File: config.mk
export PLATFORM = sky130hd
export DESIGN_NAME = alu_cmd_issue_flat
export DESIGN_NICKNAME = d
export VERILOG_FILES = /design/src/rtl/alu_pkg.sv /design/src/rtl/alu_cmd_issue_if.sv /design/src/rtl/cmd_fifo.sv /design/src/rtl/alu_cmd_issue.sv /design/src/flat_wrapper.sv
export SDC_FILE = /design/constraint.sdc
export NUM_CORES = 1
export LEC_CHECK = 0
export CAP_MARGIN = 30
export CORE_MARGIN = 4
export CORE_UTILIZATION = 40
export DETAILED_ROUTE_END_ITERATION = 8
export PLACE_DENSITY_LB_ADDON = 0.08
export SYNTH_ARGS = -nofsm -noshare
export SYNTH_HDL_FRONTEND = slang
export SYNTH_HIERARCHICAL = 1
export SYNTH_SLANG_ARGS = --single-unit
File: constraint.sdc
create_clock -name clk -period 9.2 [get_ports clk]
set_clock_uncertainty 0.05 [all_clocks]
set_input_delay 1.84 -clock clk [delete_from_list [all_inputs] [get_ports clk]]
set_output_delay 1.84 -clock clk [all_outputs]
set_load 0.1 [all_outputs]
File: src/rtl/alu_pkg.sv
// Shared ALU definitions: default widths, opcode encodings and the command word.
// Latency: none (types and constants only).
// Backpressure: not applicable.
package alu_pkg;

   localparam int ALU_DATA_W = 32;
   localparam int ALU_SEL_W  = 3;

   typedef enum logic [ALU_SEL_W-1:0] {
      OP_NOP  = 3'b000,
      OP_ADD  = 3'b001,
      OP_AND  = 3'b010,
      OP_OR   = 3'b011,
      OP_MUL  = 3'b100,
      OP_SUB  = 3'b101,
      OP_SLT  = 3'b110,
      OP_RSVD = 3'b111
   } op_e;

   // One queued ALU operation as it sits in the command FIFO.
   typedef struct packed {
      logic [ALU_DATA_W-1:0] a;
      logic [ALU_DATA_W-1:0] b;
      logic [ALU_SEL_W-1:0]  sel;
   } cmd_t;

endpackage

File: src/rtl/alu_cmd_issue_if.sv
// Command-in and result-out handshake bundle for the ALU issue stage.
// Latency: none (wires only).
// Backpressure: in_ready throttles the producer, out_ready stalls the result register.
interface alu_cmd_issue_if #(
   parameter int DATA_W = 32,
   parameter int SEL_W  = 3
);
   logic              in_valid;
   logic              in_ready;
   logic [DATA_W-1:0] in_a;
   logic [DATA_W-1:0] in_b;
   logic [SEL_W-1:0]  in_sel;
   logic              out_valid;
   logic              out_ready;
   logic [DATA_W-1:0] out_r;
   logic              out_z;
   logic [SEL_W-1:0]  out_sel;

   // Producer/consumer side.
   modport master (
      output in_valid, in_a, in_b, in_sel, out_ready,
      input  in_ready, out_valid, out_r, out_z, out_sel
   );

   // Issue stage side.
   modport slave (
      input  in_valid, in_a, in_b, in_sel, out_ready,
      output in_ready, out_valid, out_r, out_z, out_sel
   );
endinterface

File: src/rtl/cmd_fifo.sv
// Generic synchronous FIFO with power-of-two depth and first-word-fall-through read.
// Latency: a pushed word is visible at pop_dat one cycle after the push edge.
// Backpressure: pushes while full and pops while empty are ignored; no full-bypass.
module cmd_fifo #(
   parameter int WIDTH = 8,
   parameter int DEPTH = 4
) (
   input  logic                     clk,
   input  logic                     rst,
   input  logic                     push,
   input  logic [WIDTH-1:0]         push_dat,
   input  logic                     pop,
   output logic [WIDTH-1:0]         pop_dat,
   output logic                     full,
   output logic                     empty,
   output logic [$clog2(DEPTH):0]   count
);

   localparam int AW = $clog2(DEPTH);
   localparam int CW = AW + 1;

   logic [WIDTH-1:0] mem [DEPTH];
   logic [AW-1:0]    wr_ptr;
   logic [AW-1:0]    rd_ptr;
   logic             do_push;
   logic             do_pop;

   assign full    = (count == CW'(DEPTH));
   assign empty   = (count == '0);
   assign do_push = push && !full;
   assign do_pop  = pop && !empty;
   assign pop_dat = mem[rd_ptr];

   // Storage array; contents need no reset because count guards every read.
   always_ff @(posedge clk) begin
      if (do_push) mem[wr_ptr] <= push_dat;
   end

   // Pointers wrap naturally at the power-of-two depth; count tracks occupancy.
   always_ff @(posedge clk) begin
      if (rst) begin
         wr_ptr <= '0;
         rd_ptr <= '0;
         count  <= '0;
      end else begin
         if (do_push) wr_ptr <= wr_ptr + AW'(1);
         if (do_pop)  rd_ptr <= rd_ptr + AW'(1);
         case ({do_push, do_pop})
            2'b10:   count <= count + CW'(1);
            2'b01:   count <= count - CW'(1);
            default: count <= count;
         endcase
      end
   end

endmodule

File: src/rtl/alu_cmd_issue.sv
// Command-issue front end for the ALU: FIFO -> issue register (A/B/sel) -> result register.
// Latency: 2 cycles from accept to out_valid; one result per cycle sustained.
// Backpressure: out_ready low freezes the result register, then the issue register, then fills the FIFO.
module alu_cmd_issue
   import alu_pkg::*;
#(
   // cmd_t takes its field widths from alu_pkg, so widths are changed there.
   parameter int DATA_W = ALU_DATA_W,
   parameter int SEL_W  = ALU_SEL_W,
   parameter int DEPTH  = 4
) (
   input  logic                   clk,
   input  logic                   rst,
   alu_cmd_issue_if.slave         io,
   output logic [DATA_W-1:0]      A,
   output logic [DATA_W-1:0]      B,
   output logic [SEL_W-1:0]       sel,
   input  logic [DATA_W-1:0]      R,
   input  logic                   Z,
   output logic [$clog2(DEPTH):0] count
);

   cmd_t              push_cmd;
   cmd_t              head;
   logic              full;
   logic              empty;
   logic              pop;
   logic              issue_valid;
   logic              res_stall;
   logic              issue_adv;
   logic              out_valid;
   logic [DATA_W-1:0] out_r;
   logic              out_z;
   logic [SEL_W-1:0]  out_sel;

   assign push_cmd.a   = io.in_a;
   assign push_cmd.b   = io.in_b;
   assign push_cmd.sel = io.in_sel;

   assign io.in_ready  = !full;
   assign io.out_valid = out_valid;
   assign io.out_r     = out_r;
   assign io.out_z     = out_z;
   assign io.out_sel   = out_sel;

   // The issue register may move whenever it is empty or its result can be captured.
   assign res_stall = out_valid && !io.out_ready;
   assign issue_adv = !issue_valid || !res_stall;
   assign pop       = issue_adv && !empty;

   cmd_fifo #(
      .WIDTH ($bits(cmd_t)),
      .DEPTH (DEPTH)
   ) u_fifo (
      .clk      (clk),
      .rst      (rst),
      .push     (io.in_valid),
      .push_dat (push_cmd),
      .pop      (pop),
      .pop_dat  (head),
      .full     (full),
      .empty    (empty),
      .count    (count)
   );

   // Issue register: load the FIFO head on advance; operands hold while idle.
   always_ff @(posedge clk) begin
      if (rst) begin
         issue_valid <= 1'b0;
         A           <= '0;
         B           <= '0;
         sel         <= '0;
      end else if (issue_adv) begin
         if (!empty) begin
            A           <= head.a;
            B           <= head.b;
            sel         <= head.sel;
            issue_valid <= 1'b1;
         end else begin
            issue_valid <= 1'b0;
         end
      end
   end

   // Result register: capture the ALU output unless the consumer is stalling us.
   always_ff @(posedge clk) begin
      if (rst) begin
         out_valid <= 1'b0;
         out_r     <= '0;
         out_z     <= 1'b0;
         out_sel   <= '0;
      end else if (issue_valid && !res_stall) begin
         out_valid <= 1'b1;
         out_r     <= R;
         out_z     <= Z;
         out_sel   <= sel;
      end else if (io.out_ready) begin
         out_valid <= 1'b0;
      end
   end

endmodule

File: src/flat_wrapper.sv
// flat-port wrapper written by rule: the top's interface ports become plain ports
module alu_cmd_issue_flat import alu_pkg::*;
#(
                                                                             
   parameter int DATA_W = ALU_DATA_W,
   parameter int SEL_W  = ALU_SEL_W,
   parameter int DEPTH  = 4
)
  (clk, rst, A, B, sel, R, Z, count, io_in_valid, io_in_a, io_in_b, io_in_sel, io_out_ready, io_in_ready, io_out_valid, io_out_r, io_out_z, io_out_sel);
  alu_cmd_issue_if #(.DATA_W(DATA_W), .SEL_W(SEL_W)) io_i ();
  input  logic clk;
  input  logic rst;
  output logic [DATA_W-1:0] A;
  output logic [DATA_W-1:0] B;
  output logic [SEL_W-1:0] sel;
  input  logic [DATA_W-1:0] R;
  input  logic Z;
  output logic [$clog2(DEPTH):0] count;
  input wire logic [$bits(io_i.in_valid)-1:0] io_in_valid;
  input wire logic [$bits(io_i.in_a)-1:0] io_in_a;
  input wire logic [$bits(io_i.in_b)-1:0] io_in_b;
  input wire logic [$bits(io_i.in_sel)-1:0] io_in_sel;
  input wire logic [$bits(io_i.out_ready)-1:0] io_out_ready;
  output wire logic [$bits(io_i.in_ready)-1:0] io_in_ready;
  output wire logic [$bits(io_i.out_valid)-1:0] io_out_valid;
  output wire logic [$bits(io_i.out_r)-1:0] io_out_r;
  output wire logic [$bits(io_i.out_z)-1:0] io_out_z;
  output wire logic [$bits(io_i.out_sel)-1:0] io_out_sel;
  assign io_i.in_valid = io_in_valid;
  assign io_i.in_a = io_in_a;
  assign io_i.in_b = io_in_b;
  assign io_i.in_sel = io_in_sel;
  assign io_i.out_ready = io_out_ready;
  assign io_in_ready = io_i.in_ready;
  assign io_out_valid = io_i.out_valid;
  assign io_out_r = io_i.out_r;
  assign io_out_z = io_i.out_z;
  assign io_out_sel = io_i.out_sel;
  alu_cmd_issue #(.DATA_W(DATA_W), .SEL_W(SEL_W), .DEPTH(DEPTH)) u_core (.clk(clk), .rst(rst), .io(io_i), .A(A), .B(B), .sel(sel), .R(R), .Z(Z), .count(count));
endmodule
**Word-level counts from Yosys, hierarchy flattened**

Memories as Yosys holds them, arrays and structs flattened. A register that Yosys moved wholly into a read port is not among the register bits.
Index checks and enable logic that the tools add are counted.
Widths: inputs -> output; s select.

- Logic and storage cells: 38
- Bits of input ports: 104
- RAM bits: 268
- Flip-flop bits (word level): 45
- Bits in latches: 0
- Memories: 1
- Bits in read-only memories: 0

- Reductions and logical operators: 15
- $add $sub $neg: 4
- Muxes and demuxes: 6
- $lt $le $gt $ge: 0
- Equal/unequal tests: 3
- Bitwise operators: 1
- Shifts and indexed selects: 0
- $mul: 0
- Divide/modulo/power cells: 0

Memory list:

| name | depth | width | read ports | clocked after Yosys merged registers in | write ports | line | RTL |
|---|---|---|---|---|---|---|---|
| u_core.u_fifo.mem | 4 | 67 | 1 | 1 | 1 | cmd_fifo.sv:22 | `logic [WIDTH-1:0] mem [DEPTH];` |

Operators with widths:

| cell | count |
|---|---|
| $pmux 3 s2 | 1 |
| $logic_and 1x1->1 | 5 |
| $logic_not 1->1 | 5 |
| $mux 1 | 5 |
| $add 2x1->2 const B | 2 |
| $reduce_bool 2->1 | 2 |
| $add 3x1->3 const B | 1 |
| $eq 3x3->1 const B | 1 |
| $logic_not 3->1 | 1 |
| $sub 3x1->3 const B | 1 |
| $eq 2x1->1 const B | 1 |
| $eq 2x2->1 const B | 1 |
| $reduce_and 2->1 | 1 |
| $logic_or 1x1->1 | 1 |
| $not 1->1 | 1 |

**Longest topological paths before layout**

Gate-level depths: netlist of the first run.

- Word-level depth: 8
- Gate-level depth with buffers: 12

**By module**

The synthesis of the first run kept the hierarchy.

By module, submodules not included:

| module | area an instance (um^2) | times used | cells each |
|---|---|---|---|
| cmd_fifo | 10,172.3 | 1 | 404 |
| alu_cmd_issue | 4,400.5 | 1 | 463 |

**Least setup slack after synthesis of the first run**

Ideal clock, no wire load.

- Kind: input to register
- Start: input port io_in_valid
- End: memory u_core/u_fifo/mem[0][0] in the netlist's numbering (enable)
- Stages on the path: 3
- Path buffers: 0
- Path slack: 4,976 ps
- Arrival: 3,742 ps
- Data required time: 8,718 ps
- Cell sequence: inv_1 nor2_1 and2_1

- Cells in the longest elaborated chain, start to end: 3

RTL lines:

| item | line | RTL |
|---|---|---|
| start: declaration | flat_wrapper.sv:19 | `input wire logic [$bits(io_i.in_valid)-1:0] io_in_valid;` |
| $logic_and 1x1->1 | cmd_fifo.sv:30 | `assign do_push = push && !full;` |
| $mux 1 | cmd_fifo.sv:36 | `if (do_push) mem[wr_ptr] <= push_dat;` |
| $mux 1 (implied by the code) | cmd_fifo.sv:36 |  |
| end: declaration | cmd_fifo.sv:22 |  |

Every way passes these cells.

**Worst setup path after layout of the first run**

- Start: input port io_out_ready
- End: register u_core.u_fifo.count[2]

- Cells in the longest elaborated chain, start to end: 8

RTL lines:

| item | line | RTL |
|---|---|---|
| start: declaration | flat_wrapper.sv:23 | `input wire logic [$bits(io_i.out_ready)-1:0] io_out_ready;` |
| $logic_not 1->1 * | alu_cmd_issue.sv:47 | `assign res_stall = out_valid && !io.out_ready;` |
| $logic_and 1x1->1 * | alu_cmd_issue.sv:47 |  |
| $logic_not 1->1 * | alu_cmd_issue.sv:48 | `assign issue_adv = !issue_valid \|\| !res_stall;` |
| $logic_or 1x1->1 * | alu_cmd_issue.sv:48 |  |
| $logic_and 1x1->1 * | alu_cmd_issue.sv:49 | `assign pop = issue_adv && !empty;` |
| $logic_and 1x1->1 * | cmd_fifo.sv:31 | `assign do_pop = pop && !empty;` |
| named net u_core.u_fifo.do_pop | cmd_fifo.sv:26 | `logic do_pop;` |
| $eq 2x1->1 / $eq 2x2->1 (equally long branches) | cmd_fifo.sv:48 | `case ({do_push, do_pop})` |
| $pmux 3 s2 / $reduce_bool 2->1 (equally long branches) | - |  |
| end signal: assignment | cmd_fifo.sv:49 | `2'b10: count <= count + CW'(1);` |
| end signal: assignment | cmd_fifo.sv:50 | `2'b01: count <= count - CW'(1);` |
| end signal: assignment | cmd_fifo.sv:51 | `default: count <= count;` |
| end: declaration | cmd_fifo.sv:16 | `output logic [$clog2(DEPTH):0] count` |

The timed path passes the listed nets; every way through them passes the cells marked *.
A chain may end at the register's enable or synchronous reset.

==> reports/results.txt, run 1 <==
Status - finished clean
FP Rows - 69
Cell Chain, Critical Path - clkdlybuf4s50_1 -> nor2b_2 -> buf_4 -> a21oi_4 -> o31ai_1 -> inv_1 -> ha_1 -> inv_1 -> fa_1 -> xor2_1 -> or3_1 -> a21oi_1
Worst EP arrival - 4820 ps
Largest net degree at the start of global routing - 97
CTS sink count - 382
Switching power - 2.671 mW
1st-pass router iterations - 6
Initial antenna violation count - 3
Top FF cell, synth - edfxtp_1
Syn avg cell area - 16.81 um^2
Total global routing overflow - 0
Total wire length - 31,130 um
Setup WS pre-CTS - 4220 ps
R2R cell count - 11
Area taken by multi-input logic gates - 3870 um^2
Synth warn - 6
Top sig layer - met5
Vias in the first global route - 8,264
Synth top area cells - edfxtp_1, dfxtp_1, mux4_2, nand2b_1, mux2i_1
PortBufs - 211
Worst Setup Slack, final - 4761 ps
#FFs+latches synth - 382
Starting density of the core - 40.77%
Hold Path Class - register to register
CTS buffer count - 41
Gr usage total - 15.61%
Met2 wire len - 15,070 um
Commonest cells in the synthesized netlist - edfxtp_1, nand2b_1, dfxtp_1
Largest area contributor in the netlist - edfxtp_1
GPL Wtd Cong - 0.7258
Max Cap Violations - 0
Via count - 7,912
Clk_lat worst skew - 520 ps
EDFF count, synth - 268
Hold-fix buffers, CTS - 0
Crit Path Max Fanout - 38
Initial DRC Count - 369
Vias per std cell - 5.039
Top delay family on crit path - compound AO/OA/AOI/OAI gates
Post-synth net total - 977
FF+latch area - 10,340 um^2
Critical Path Start Type - primary input
Tmin final - 4439 ps
Synth top area share - 55.22%
RSZ-0062 raised after global routing - no
Most common cell in the netlist - edfxtp_1
Hold Startpoint - u_core/B[5]$_SDFFE_PP0P_
Setup bufs post-CTS - 0
Fin area - 18,430 um^2
Post-CTS resize count - 0
Seq pwr share - 35.4%
Combinational share of power - 40.1%
M1 wire length - 13,660 um
Fraction of layout cells with a size suffix above 1 - 13.26%
DRC - 0
Final Hold Fails - 0
Hold path cells - 2
Die X - 198.9 um
Worst r2r src - u_core/io.out_valid$_SDFFE_PP0P_
Synth async-reset ratio - 0%
Final Cycle Share - 48.25%
Pins over their slew limit - 0
Area Overhead vs Synth - 26.50%
Antenna Nets Post-Route - 0
R2R Path End - u_core/u_fifo/count[2]$_SDFFE_PP0P_
Critical path's most frequent cell - inv_1
Synth unique cells - 27
Fmax - 225.3 MHz
Sw frac - 41.15%
Core Area - 35,740 um^2
Tightest Pin Transition - 1041 ps
Setup TNS Final - 0 ps
Post-synthesis cell count - 867
Hold EP - u_core/B[5]$_SDFFE_PP0P_
Critical Path Sink Type - register
CTS tree - done
CTS max path bufs - 3
CP Class - primary input to register
Clock power frac - 24.5%
CP max-delay cell - a21oi_4
# fillers - 3,038
VDD IR max - 0.0002539 V
Post-Syn Area - 14,570 um^2
Htree depth - 2
Largest stage delay, worst path - 660 ps
Worst slew margin - 30.37%
Power per standard cell area - 352.1 nW/um^2
HPWL Detailed - 18,670 um
Placed Area - 17,120 um^2
WP data required - 9580 ps
Final Setup Violations - 0
Die ar. - 39,550 um^2
R2r setup slk - 6160 ps
Pint - 3.820 mW
Met3 WL - 1879 um
Core Util, Final - 51.58%
# IOs - 212
Clock-pin slew on the worst setup and hold paths - 60 ps
WP buf/inv - 4
Nets@finish - 1,189
ANT cells - 0
First-pass GRT wire length - 48,130 um
Leak Pwr - 6.087 nW
Clock Tree Root - clkbuf_16
Register area share after synthesis - 70.89%
Die H - 198.9 um
Drt wl/cell - 19.83 um
state kept, by name (all words and copies together), names as in the netlist, named ones only:
| signal | flops |
|---|---|
| u_core/A | 32 |
| u_core/B | 32 |
| u_core/io.out_r | 32 |
| u_core/io.out_sel | 3 |
| u_core/io.out_valid | 1 |
| u_core/io.out_z | 1 |
| u_core/issue_valid | 1 |
| u_core/sel | 3 |
| u_core/u_fifo/count | 3 |
| u_core/u_fifo/mem | 268 |
| u_core/u_fifo/rd_ptr | 2 |
| u_core/u_fifo/wr_ptr | 2 |
worst max-delay path by stage:
stage	start	endpoint	cells after the start
after floorplan	io_in_valid	u_core/u_fifo/mem[0][0]$_DFFE_PP_	3
after global placement	io_out_ready	register	8
after detailed placement	io_out_ready	u_core/u_fifo/count[2]$_SDFFE_PP0P_	12
after CTS	io_out_ready	u_core/u_fifo/count[2]$_SDFFE_PP0P_	12
after global routing	io_out_ready	u_core/u_fifo/count[2]$_SDFFE_PP0P_	12
final	io_out_ready	u_core/u_fifo/count[2]$_SDFFE_PP0P_	12
logic make-up after synthesis:
logic type | count (synthesis) | share of synthesized area [%]
XOR/XNOR | 3 | 0.1803
multiplexers | 135 | 15.03
buffers and inverters | 67 | 2.645
adder cells (fa/ha/maj) | 6 | 0.5667
AO/OA/AOI/OAI | 83 | 2.945
AND/OR/NAND/NOR | 191 | 7.753
flip-flops | 382 | 70.89
area by class of cell:
class                   instances  area share, %
clock buffers                  62          6.428
clock inverters                11         0.6787
inverters                      10         0.2036
multi-input cells             418          20.99
flip-flops and latches        382          56.08
well taps                     461          3.129
repair buffers                226          12.49
layout by cell type, fill, tap and decap left out, types with 2 or more instances in the layout:
cell type          n
o21ai_0           39
nand2b_1         137
clkbuf_8           8
mux2i_1           68
clkbuf_1          13
clkbuf_16         41
or3_1              3
clkdlybuf4s50_1  210
inv_1             10
a21oi_1           42
dfxtp_1          112
nand2_1            2
bufinv_16          3
edfxtp_1         268
nor2_1             6
mux4_2            67
dfxtp_4            2
buf_4             12
buf_16             4
clkinv_1           4
xor2_1             3
nand3_1           36
clkinv_2           4
ha_1               5
and2_4             4
routing by layer:
metal | vias up | GRT usage [%]
met3 | 39 | 3.794
met5 | - | 0
met2 | 208 | 26.25
met4 | 6 | 3.217
met1 | 3979 | 20.92
li1 | 3680 | -
power groups by stage:
stage          combinational, mW  sequential [mW]  clock, mW
4_1_cts                     2.63             2.31       1.64
3_5_place_dp                2.63             2.34          0
3_3_place_gp                2.58             2.34          0
6_report                    2.60             2.30       1.59
5_1_grt                     2.71             2.34       1.73
2_1_floorplan              0.682             3.63          0
per-stage QoR:
| step | power, mW | hold slack, ps | instances |
|---|---|---|---|
| after floorplan | 4.315 | 409.1 | 867 |
| after global placement | 4.918 | 410.8 | 1493 |
| after detailed placement | 4.968 | 409.8 | 1497 |
| after CTS | 6.581 | 425.1 | 1570 |
| after global routing | 6.772 | 441.7 | 1570 |
| final | 6.491 | 422.7 | 1570 |
tightest hold or removal path, delay by kind of cell, from the launching register on:
family	cells	cell delay [ps]
flip-flops	1	300
AND/OR/NAND/NOR	1	60
multiplexers	1	60
Note: power is estimated with default switching activity, not from simulation.
==> inputs of run 2 (changes only) <==
==> constraint.sdc (replaced) <==
create_clock -name clk -period 3.9 [get_ports clk]
set_clock_uncertainty 0.05 [all_clocks]
set_input_delay 0.78 -clock clk [delete_from_list [all_inputs] [get_ports clk]]
set_output_delay 0.78 -clock clk [all_outputs]
set_load 0.1 [all_outputs]
==> reports/results.txt, run 2 (synthesis gave the netlist of run 1 again) <==
Status - finished clean
Via count - 7,889
Commonest non-fill, non-tap cell in the layout - edfxtp_1
Hold EP - u_core/B[0]$_SDFFE_PP0P_
# fillers - 3,060
Seq pwr share - 36.3%
Combinational share of power - 40.5%
R2r setup slk - 1460 ps
CP Class - register to output pin
HPWL Detailed - 19,170 um
CTS tree - done
Worst slew margin - 31.24%
ANT cells - 0
Core Area - 35,740 um^2
Gr usage total - 15.69%
First-pass GRT wire length - 48,090 um
Hold path cells - 2
Global-route met1 utilization - 21.53%
Final Cycle Share - 82.66%
Setup bufs post-CTS - 0
Worst r2r src - u_core/u_fifo/count[2]$_SDFFE_PP0P_
Die X - 198.9 um
Nets@finish - 1,194
Top delay family on crit path - buffers and inverters
PortBufs - 211
Biggest register - u_core/u_fifo/mem
Hold Startpoint - u_core/B[0]$_SDFFE_PP0P_
Fraction of layout cells with a size suffix above 1 - 13.46%
Final Hold Fails - 0
Fmax - 310.2 MHz
Initial antenna violation count - 2
FP Rows - 69
Most frequent cells in the layout - edfxtp_1, clkdlybuf4s50_1, nand2b_1
Tmin final - 3224 ps
R2R Path End - u_core/u_fifo/count[2]$_SDFFE_PP0P_
GR Util met3 - 3.388%
R2R cell count - 9
Die H - 198.9 um
Crit Path Max Fanout - 6
WP data required - 3070 ps
Switching power - 6.308 mW
Critical Path Sink Type - output pin
Power per standard cell area - 817.1 nW/um^2
Post-CTS resize count - 0
Clock-pin slew on the worst setup and hold paths - 60 ps
Hold-fix buffers, CTS - 0
CTS max path bufs - 3
Tightest Pin Transition - 1028 ps
WP buf/inv - 2
Pins over their slew limit - 0
VDD IR max - 0.0008224 V
DRC - 0
Area Overhead vs Synth - 26.05%
Top Usage Layer GRT - met2
Leak Pwr - 6.060 nW
Setup TNS Final - 0 ps
Antenna Nets Post-Route - 0
Htree depth - 2
Core Util, Final - 51.39%
Vias per std cell - 5.009
Starting density of the core - 40.77%
Largest stage delay, worst path - 1000 ps
Max Cap Violations - 0
Hold_ws - 423.0 ps
Critical Path Start Type - register
Worst EP arrival - 2390 ps
Clk_lat worst skew - 510 ps
Final Setup Violations - 0
Die ar. - 39,550 um^2
RSZ-0062 raised after global routing - no
Largest net degree at the start of global routing - 85
Clock Tree Root - clkbuf_16
GRT met2 Usage - 25.68%
Total wire length - 31,450 um
1st-pass router iterations - 5
Initial DRC Count - 423
Pint - 8.701 mW
Clock power frac - 23.2%
Total global routing overflow - 0
Vias in the first global route - 8,171
CTS buffer count - 41
Sw frac - 42.03%
Max reg flops - 268
Drt wl/cell - 19.97 um
CP max-delay cell - clkdlybuf4s50_1
Cell Chain, Critical Path - nor3b_1 -> inv_1 -> clkdlybuf4s50_1
Hold Path Class - register to register
GPL Wtd Cong - 0.7351
# IOs - 212
CTS sink count - 382
-- run 2: tightest hold or removal path: cells and delay by family (launching register included) --
family           cells  cell delay (ps)
and+or+nand+nor      1               60
DFF                  1              310
muxes                1               60
-- run 2: area by class of cell --
| class | count | area, um^2 | share of cell area, % |
|---|---|---|---|
| Sequential cell | 382 | 10340 | 56.28 |
| Multi-Input combinational cell | 418 | 3870 | 21.07 |
| Timing Repair Buffer | 231 | 2347 | 12.78 |
| Clock buffer | 61 | 1145 | 6.233 |
| Tap cell | 461 | 576.8 | 3.140 |
| Clock inverter | 12 | 55.05 | 0.2997 |
| Inverter | 10 | 37.54 | 0.2043 |
-- run 2: metal layers --
layer / wire, um / share of wire [%]
met5: 25 / 0.079
met4: 657 / 2.1
met3: 1819 / 5.8
met2: 14900 / 47
met1: 14060 / 45
-- run 2: stage by stage --
step	total power, mW	cells	area (um^2)	setup WS, ps
floorplan	10.18	867	14570	308.2
global placement	11.64	1502	17170	804.5
detailed placement	11.67	1502	17170	758.0
CTS	15.22	1575	18370	658.0
global route	15.65	1575	18370	550.4
finish	15.01	1575	18370	676.4
-- run 2: how the worst max path moves through the flow --
stage                                   startpoint                                end  slack [ps]  cells after the start
2_1_floorplan  u_core/u_fifo/count[0]$_SDFFE_PP0P_  u_core/u_fifo/mem[2][0]$_DFFE_PP_         310                      3
4_1_cts        u_core/u_fifo/count[2]$_SDFFE_PP0P_                        io_in_ready         660                      3
6_report       u_core/u_fifo/count[2]$_SDFFE_PP0P_                        io_in_ready         680                      3
5_1_grt        u_core/u_fifo/count[2]$_SDFFE_PP0P_                        io_in_ready         550                      3
3_3_place_gp                          io_out_ready          u_core/A[18]$_SDFFE_PP0P_         800                      6
3_5_place_dp                          io_out_ready          u_core/B[25]$_SDFFE_PP0P_         760                      6
-- run 2: power groups by stage --
stage	Sequential [mW]	Clock [mW]	Combinational [mW]
2_1_floorplan	8.57	0	1.61
3_3_place_gp	5.53	0	6.11
3_5_place_dp	5.54	0	6.13
4_1_cts	5.46	3.61	6.14
5_1_grt	5.53	3.79	6.33
6_report	5.44	3.49	6.08
==> inputs of run 3 (changes only) <==
==> constraint.sdc (replaced) <==
create_clock -name clk -period 2.9 [get_ports clk]
set_clock_uncertainty 0.05 [all_clocks]
set_input_delay 0.58 -clock clk [delete_from_list [all_inputs] [get_ports clk]]
set_output_delay 0.58 -clock clk [all_outputs]
set_load 0.1 [all_outputs]
==> reports/results.txt, run 3 (synthesis gave the netlist of run 1 again) <==
WP buf/inv - 3
Crit path depth - 11
Core Area - 35,740 um^2
Largest stage delay, worst path - 500 ps
Clock Tree Root - clkbuf_16
Switching power - 8.564 mW
Worst Setup Slack, final - 502.6 ps
Final Cycle Share - 82.67%
Setup TNS Final - 0 ps
R2r setup slk - 620 ps
Combinational share of power - 39.5%
Fraction of layout cells with a size suffix above 1 - 24.49%
Hold-fix buffers, CTS - 0
First-pass GRT wire length - 48,680 um
# fillers - 3,082
CTS tree - done
Setup bufs post-CTS - 0
Critical Path Start Type - primary input
Total wire length - 31,500 um
Htree depth - 2
CP Class - primary input to register
CTS max path bufs - 3
Via count - 7,919
Vias in the first global route - 8,289
Clock-pin slew on the worst setup and hold paths - 60 ps
RSZ-0062 raised after global routing - no
Hold Startpoint - u_core/A[22]$_SDFFE_PP0P_
Biggest register - u_core/u_fifo/mem
Max reg flops - 268
CTS sink count - 382
Pint - 11.81 mW
Setup crit start - io_out_ready
Pins over their slew limit - 0
Clock power frac - 24.5%
Sw frac - 42.04%
Hold path cells - 2
Initial DRC Count - 324
CP max-delay cell - clkdlybuf4s50_1
Most frequent cells in the layout - edfxtp_1, nand2b_1, buf_4
Drt wl/cell - 19.82 um
Area Overhead vs Synth - 26.18%
Cell Chain, Critical Path - clkdlybuf4s50_1 -> nor2b_2 -> a21oi_4 -> o31ai_1 -> inv_1 -> ha_1 -> inv_1 -> fa_1 -> xor2_1 -> or3_1 -> a21oi_1
Power per standard cell area - 1108 nW/um^2
R2R cell count - 10
Setup WS pre-CTS - 19.99 ps
Final Hold Fails - 0
DRC - 0
Gr usage total - 15.88%
Antenna Nets Post-Route - 0
Commonest non-fill, non-tap cell in the layout - edfxtp_1
Starting density of the core - 40.77%
# IOs - 212
Hold Path Class - register to register
Die X - 198.9 um
Critical path's most frequent cell - inv_1
Die H - 198.9 um
HPWL Detailed - 19,670 um
PortBufs - 211
Worst EP arrival - 2800 ps
Final Setup Violations - 0
Max Cap Violations - 0
Largest net degree at the start of global routing - 69
Crit Path Max Fanout - 2
1st-pass router iterations - 4
Nets@finish - 1,204
Vias per std cell - 4.984
GPL Wtd Cong - 0.7332
VDD IR max - 0.0008926 V
Tightest Pin Transition - 620.8 ps
Leak Pwr - 6.389 nW
Critical Path Sink Type - register
CTS buffer count - 41
Worst slew margin - 58.61%
Fmax - 417.1 MHz
Seq pwr share - 35.9%
FP Rows - 69
Top delay family on crit path - buffers and inverters
Status - finished clean
Total global routing overflow - 0
Clk_lat worst skew - 540 ps
Initial antenna violation count - 1
WP data required - 3300 ps
Tmin final - 2397 ps
Post-CTS resize count - 0
Worst r2r src - u_core/u_fifo/count[2]$_SDFFE_PP0P_
Die ar. - 39,550 um^2
==> run 3: cell count changes in the layout (fill, tap and decap cells not counted), sizes merged, moves of 2 or more <==
| cell | previous run | this run |
|---|---|---|
| bufinv | 0 | 2 |
| buf | 21 | 139 |
| clkbuf | 61 | 55 |
| clkinv | 12 | 18 |
| clkdlybuf4s50 | 210 | 102 |
==> run 3: power by group through the flow <==
stage / clock network (mW) / registers (mW) / logic [mW]
finish: 4.99 / 7.32 / 8.06
CTS: 5.18 / 7.35 / 8.17
detailed placement: 0 / 7.46 / 8.15
floorplan: 0 / 11.5 / 2.16
global placement: 0 / 7.44 / 8.11
global route: 5.41 / 7.44 / 8.41
==> run 3: cell type report <==
cell class / count / area, um^2 / area share [%]
inverters: 10 / 37.54 / 0.2041
clock inverters: 21 / 147.6 / 0.8029
multi-input cells: 418 / 3870 / 21.05
well taps: 461 / 576.8 / 3.137
diodes: 1 / 2.502 / 0.01361
clock buffers: 55 / 1151 / 6.260
flip-flops and latches: 382 / 10340 / 56.25
repair buffers: 241 / 2260 / 12.29
==> run 3: tightest hold or removal path, delay by kind of cell (launching register included) <==
| family | cells | cell delay [ps] |
|---|---|---|
| flip-flops | 1 | 310 |
| multiplexers | 1 | 60 |
| AND/OR/NAND/NOR | 1 | 60 |
==> run 3: worst paths after layout <==
path                                                       endpoint
worst min-delay path                      u_core/A[22]$_SDFFE_PP0P_
worst max-delay path            u_core/u_fifo/count[2]$_SDFFE_PP0P_
worst min register to register            u_core/A[22]$_SDFFE_PP0P_
worst max register to register  u_core/u_fifo/count[2]$_SDFFE_PP0P_
==> run 3: routing by layer <==
layer	vias up	track usage (%)	routed length [um]
met5	-	0	16
met1	3934	20.95	13560
li1	3728	-	-
met2	200	26.47	15180
met4	2	4.306	657
met3	55	3.963	2080
==> run 3: through the flow <==
stage / cell area (um^2) / hold slack (ps) / std cells / total power [mW] / util (%)
after CTS: 18390 / 424.8 / 1588 / 20.70 / 51.44
final: 18390 / 422.5 / 1589 / 20.37 / 51.45
after global routing: 18390 / 439.3 / 1588 / 21.26 / 51.44
after floorplan: 14580 / 409.1 / 867 / 13.68 / -
after global placement: 17070 / 408.9 / 1511 / 15.55 / 47.76
after detailed placement: 17090 / 411.6 / 1512 / 15.61 / 47.81
